<file path="config.mk">
export PLATFORM = sky130hd
export DESIGN_NAME = mul_div_seq
export DESIGN_NICKNAME = d
export VERILOG_FILES = /design/src/rtl/mul_div_seq.sv
export SDC_FILE = /design/constraint.sdc
export NUM_CORES = 1
export LEC_CHECK = 0
export BUFFER_PORTS_ARGS = -buffer_cell sky130_fd_sc_hd__buf_2
export CAP_MARGIN = 20
export CORE_MARGIN = 3
export CORE_UTILIZATION = 40
export CTS_BUF_LIST = sky130_fd_sc_hd__clkbuf_16
export DETAILED_ROUTE_END_ITERATION = 7
export PLACE_DENSITY_LB_ADDON = 0.05
export SLEW_MARGIN = 20
export SYNTH_ARGS = -nofsm -noshare
export SYNTH_HDL_FRONTEND = slang
export SYNTH_SLANG_ARGS = --single-unit
export TNS_END_PERCENT = 1
</file>
<file path="constraint.sdc">
create_clock -name clk -period 2.28 [get_ports clk]
set_input_delay 0 -clock clk [delete_from_list [all_inputs] [get_ports clk]]
set_output_delay 0 -clock clk [all_outputs]
set_load 0.01 [all_outputs]
</file>
<file path="src/rtl/mul_div_seq.sv">
// mul_div_seq -- control sequencer for a multi-cycle MUL/DIV on a shared-bus
// datapath. One accepted start runs the sequence:
//    IDLE -> LOAD_Y -> EXEC -> WAIT -> WR_LO -> WR_HI -> DONE -> IDLE
// WAIT gives up after TIMEOUT cycles without alu_done and jumps straight to
// DONE with err set.
//
// Parameters
//    TIMEOUT    maximum number of cycles spent in WAIT before abort
//    OP_MUL     ALU opcode driven for multiply
//    OP_DIV     ALU opcode driven for divide
// Ports
//    clk        clock, all state changes on the rising edge
//    clr        asynchronous active-low reset
//    start      request one sequence (sampled in IDLE only)
//    op         0 = multiply, 1 = divide
//    ra, rb     source register indices
//    alu_done   ALU result valid in Z
//    busy       high in every state except IDLE
//    done       one-cycle completion pulse
//    err        abort flag, held until the next accepted start
//    Rout       one-hot register-to-bus drive (bit n drives Rn)
//    Yin, Zin, alu_start        Y load, Z load and ALU start strobes
//    alu_opcode                 ALU opcode (non-zero only in EXEC/WAIT)
//    ZLowOut, ZHighOut          Z halves onto the bus
//    LOin, HIin                 LO / HI load strobes
module mul_div_seq #(
   parameter int         TIMEOUT = 40,
   parameter logic [4:0] OP_MUL  = 5'b01111,
   parameter logic [4:0] OP_DIV  = 5'b10000
) (
   input  logic        clk,
   input  logic        clr,
   input  logic        start,
   input  logic        op,
   input  logic [3:0]  ra,
   input  logic [3:0]  rb,
   input  logic        alu_done,
   output logic        busy,
   output logic        done,
   output logic        err,
   output logic [15:0] Rout,
   output logic        Yin,
   output logic        Zin,
   output logic        alu_start,
   output logic [4:0]  alu_opcode,
   output logic        ZLowOut,
   output logic        ZHighOut,
   output logic        LOin,
   output logic        HIin
);

   localparam int CW = $clog2(TIMEOUT + 1);

   typedef enum logic [2:0] {
      IDLE   = 3'd0,
      LOAD_Y = 3'd1,
      EXEC   = 3'd2,
      WAIT   = 3'd3,
      WR_LO  = 3'd4,
      WR_HI  = 3'd5,
      DONE   = 3'd6
   } state_t;

   state_t        state_reg, state_next;
   logic [CW-1:0] cnt_reg, cnt_next;
   logic          op_reg, op_next;
   logic [3:0]    ra_reg, ra_next;
   logic [3:0]    rb_reg, rb_next;
   logic          err_reg, err_next;

   // State register
   always_ff @(posedge clk or negedge clr) begin
      if (!clr) begin
         state_reg <= IDLE;
         cnt_reg   <= '0;
         op_reg    <= 1'b0;
         ra_reg    <= 4'd0;
         rb_reg    <= 4'd0;
         err_reg   <= 1'b0;
      end else begin
         state_reg <= state_next;
         cnt_reg   <= cnt_next;
         op_reg    <= op_next;
         ra_reg    <= ra_next;
         rb_reg    <= rb_next;
         err_reg   <= err_next;
      end
   end

   // Next-state logic
   always_comb begin
      state_next = state_reg;
      cnt_next   = cnt_reg;
      op_next    = op_reg;
      ra_next    = ra_reg;
      rb_next    = rb_reg;
      err_next   = err_reg;
      case (state_reg)
         IDLE: begin
            if (start) begin
               op_next    = op;
               ra_next    = ra;
               rb_next    = rb;
               err_next   = 1'b0;
               state_next = LOAD_Y;
            end
         end
         LOAD_Y: state_next = EXEC;
         EXEC: begin
            // counter starts fresh for every WAIT visit
            cnt_next   = '0;
            state_next = WAIT;
         end
         WAIT: begin
            // alu_done wins even in the last permitted WAIT cycle
            if (alu_done) begin
               state_next = WR_LO;
            end else if (cnt_reg >= CW'(TIMEOUT - 1)) begin
               cnt_next   = CW'(TIMEOUT);
               err_next   = 1'b1;
               state_next = DONE;
            end else begin
               cnt_next = cnt_reg + 1'b1;
            end
         end
         WR_LO:   state_next = WR_HI;
         WR_HI:   state_next = DONE;
         DONE:    state_next = IDLE;
         default: state_next = IDLE;
      endcase
   end

   // Output logic (Zin is the only Mealy output)
   always_comb begin
      busy       = (state_reg != IDLE);
      done       = 1'b0;
      err        = err_reg;
      Rout       = 16'd0;
      Yin        = 1'b0;
      Zin        = 1'b0;
      alu_start  = 1'b0;
      alu_opcode = 5'd0;
      ZLowOut    = 1'b0;
      ZHighOut   = 1'b0;
      LOin       = 1'b0;
      HIin       = 1'b0;
      case (state_reg)
         LOAD_Y: begin
            Rout = 16'd1 << ra_reg;
            Yin  = 1'b1;
         end
         EXEC: begin
            Rout       = 16'd1 << rb_reg;
            alu_start  = 1'b1;
            alu_opcode = op_reg ? OP_DIV : OP_MUL;
         end
         WAIT: begin
            alu_opcode = op_reg ? OP_DIV : OP_MUL;
            Zin        = alu_done;
         end
         WR_LO: begin
            ZLowOut = 1'b1;
            LOin    = 1'b1;
         end
         WR_HI: begin
            ZHighOut = 1'b1;
            HIin     = 1'b1;
         end
         DONE:    done = 1'b1;
         default: ;
      endcase
   end

endmodule

</file>
==> impl_metrics.ini <==
[outcome]
status = finished, final reports clean

[timing]
period_share_pct = 95.7
finClkSkew_ns = 0.00523
relSlewSlack_pct = 58.5
period_minus_slack_ns = 2.18
drv_slew = 0
setup_viol = 0
worst_pin_slew_ns = 0.605
rsz0062_at_grt = true
hold_viol_final = 0
setup_ws_ns = 0.0979
fin_setup_tns_ns = 0
fmax_ghz = 0.458

[detailed_routing]
drt_wl_total_um = 2710
vias_per_cell = 5.59
drt_iter0_drc = 42
num_vias = 1091
dr.pass1.iters = 4
routedWlPerCell_um = 13.9
drc = 0
ant_nets = 0

[synthesis]
synth_area_um2 = 1180
synth_nets = 129
syn_inst = 115
syn_avg_cell_area_um2 = 10.2
synth_seq_area_share_pct = 40.4
ys.warnings.count = 0
ys_ff_latch = 19
ys_types = 37

[clocking]
cts.clk_slew.worst_paths_ns = 0.06
cts_htree_levels = 1
ctsRootBufferMaster = clkbuf_16
post-cts-setup-buffers = 0
tritoncts = built
clkSinkCount = 19
clockBufferDepth = 2
clk_latency_ns = 0.25
numCtsBuffers = 3

[place]
dp_worst_setup_slack_ns = 0.267
place_area_um2 = 1380
numPortBuffers = 43
place.gp.congestion = 0.818
dp_hpwl_um = 1990

[run]
cap_viol_max_count = 0

[floorplan]
die_x_um = 60.2
chipHeight_um = 60.2
ios = 44
core_area_um2 = 2780
initial_utilization_pct = 42.3
fp-row-count = 19
die_area_um2 = 3630

[global_routing]
first_global_vias = 1034
grt_max_degree = 20
grt_pass1_wl_um = 4510
antenna_found_initial = 0
grt_use_total_pct = 16.1
grt-ovfl-total = 0

[worst_setup_path]
critPathCaptureType = output port
path_class = register to output port
cp.required_ns = 2.28
start_kind = register
critPathArrivalTime_ns = 2.18
critPathMaxFanout = 11

[cells_and_area]
nets = 179
multi_input_area_um2 = 616
largest_reg_flops = 6
layout_commonest_cell = buf_2
regArea_um2 = 477
insertedDiodeCount = 0
postLayoutCellArea_um2 = 1570
drive_gt1_share_pct = 40.2
mostFrequentLayoutCells = 43 x buf_2, 18 x dfrtp_1, 17 x nor4_1, 11 x mux2_2, 10 x dlygate4sd3_1
fill_cells = 268
syn_to_final_growth_pct = 33.1

[min_path]
hp-class = input port to register

[pwr]
power_mw = 2.08
power_density_nw_per_um2 = 1330
irDropWorstVdd_mv = 0.912
leakagePower_nw = 0.782
## path summary, 6_finish.rpt
| kind | start | slack (ns) | depth (start not counted) | endpoint |
|---|---|---|---|---|
| setup reg to reg | state_reg[0] | 0.57 | 4 | rb_reg[2] |
| hold / removal | alu_done | 0.09 | 3 | state_reg[2] |
| min in group asynchronous | clr | 0.22 | 2 | cnt_reg[0] |
| setup / recovery | state_reg[2] | 0.1 | 5 | Rout[13] |
| max in group asynchronous | clr | 1.73 | 2 | state_reg[2] |
| hold reg to reg | err | 0.51 | 2 | err |
## cells in the mapped netlist
master | n | area (um^2)
and4bb_2 | 1 | 12.5
or3_1 | 2 | 12.5
buf_4 | 5 | 37.5
ha_1 | 1 | 12.5
clkinv_4 | 1 | 8.76
a2bb2oi_1 | 1 | 8.76
nand4bb_1 | 1 | 11.3
and4b_1 | 1 | 10.0
nand3_1 | 2 | 10.0
nor2_1 | 5 | 18.8
buf_6 | 1 | 11.3
a32o_1 | 2 | 20.0
and3_1 | 3 | 18.8
a41o_1 | 1 | 10.0
inv_1 | 4 | 15.0
nor3b_1 | 3 | 22.5
nand2b_1 | 1 | 6.26
and3b_1 | 2 | 17.5
nor4_1 | 17 | 106
a31oi_1 | 2 | 12.5
o22ai_1 | 2 | 12.5
mux2_4 | 1 | 15.0
or3b_1 | 1 | 8.76
o2111a_1 | 1 | 11.3
dfrtp_1 | 19 | 475
nor3_1 | 3 | 15.0
a21oi_1 | 1 | 5.00
a22o_1 | 1 | 8.76
a211o_1 | 2 | 17.5
nor2_4 | 1 | 11.3
clkbuf_1 | 4 | 15.0
mux2_2 | 11 | 124
o21ai_1 | 2 | 10.0
mux2i_1 | 3 | 30.0
xnor2_1 | 1 | 8.76
nand2_1 | 5 | 18.8
nor2b_1 | 1 | 6.26
## cell type report
cell class | count | share of cell area [%]
multi-input cells | 81 | 39.3
flip-flops and latches | 19 | 30.5
repair buffers | 55 | 21.1
clock buffers | 3 | 4.80
well taps | 31 | 2.48
inverters | 5 | 1.52
clock inverters | 1 | 0.320
## critical path, stage by stage, from the launching register on
cell and delay [ns]:
dfrtp_2 0.46, or3b_4 0.47, clkinv_4 0.10, mux2_2 0.41, nor4_1 0.30, buf_2 0.18
## where the power goes
group          internal (mW)  total [mW]  switching (mW)
Clock                  0.235       0.357           0.122
Combinational          0.480        1.15           0.670
Sequential             0.466       0.571           0.104
## repair_timing
action                                  in CTS  in global routing
hold buffers                                10                  0
endpoints found under the setup margin       0                 16
resized for setup                            0                  2
hold endpoints to repair                    28                  0
## through the flow
step | hold WS [ns] | cells | utilization, %
6_report | 0.0942 | 195 | 56.3
3_5_place_dp | -0.0350 | 181 | 49.7
3_3_place_gp | -0.0390 | 181 | 49.7
2_1_floorplan | -0.296 | 115 | -
5_1_grt | 0.121 | 195 | 56.3
4_1_cts | 0.0878 | 195 | 56.1
## cells by family after synthesis
group / count (synthesis) / share of synthesized area (%)
AND/OR/NAND/NOR: 49 / 26.1
buffers and inverters: 15 / 7.45
XOR/XNOR: 1 / 0.745
multiplexers: 15 / 14.4
flip-flops: 19 / 40.4
adder cells (fa/ha/maj): 1 / 1.06
AO/OA/AOI/OAI: 15 / 9.89
## per-layer routing
layer / routed length [um] / GRT usage (%)
met1: 1230 / 20.9
met2: 1350 / 27.3
met3: 121 / 4.54
met4: 0 / 1.90
met5: 0 / 0
(Power assumes the default switching activity.)
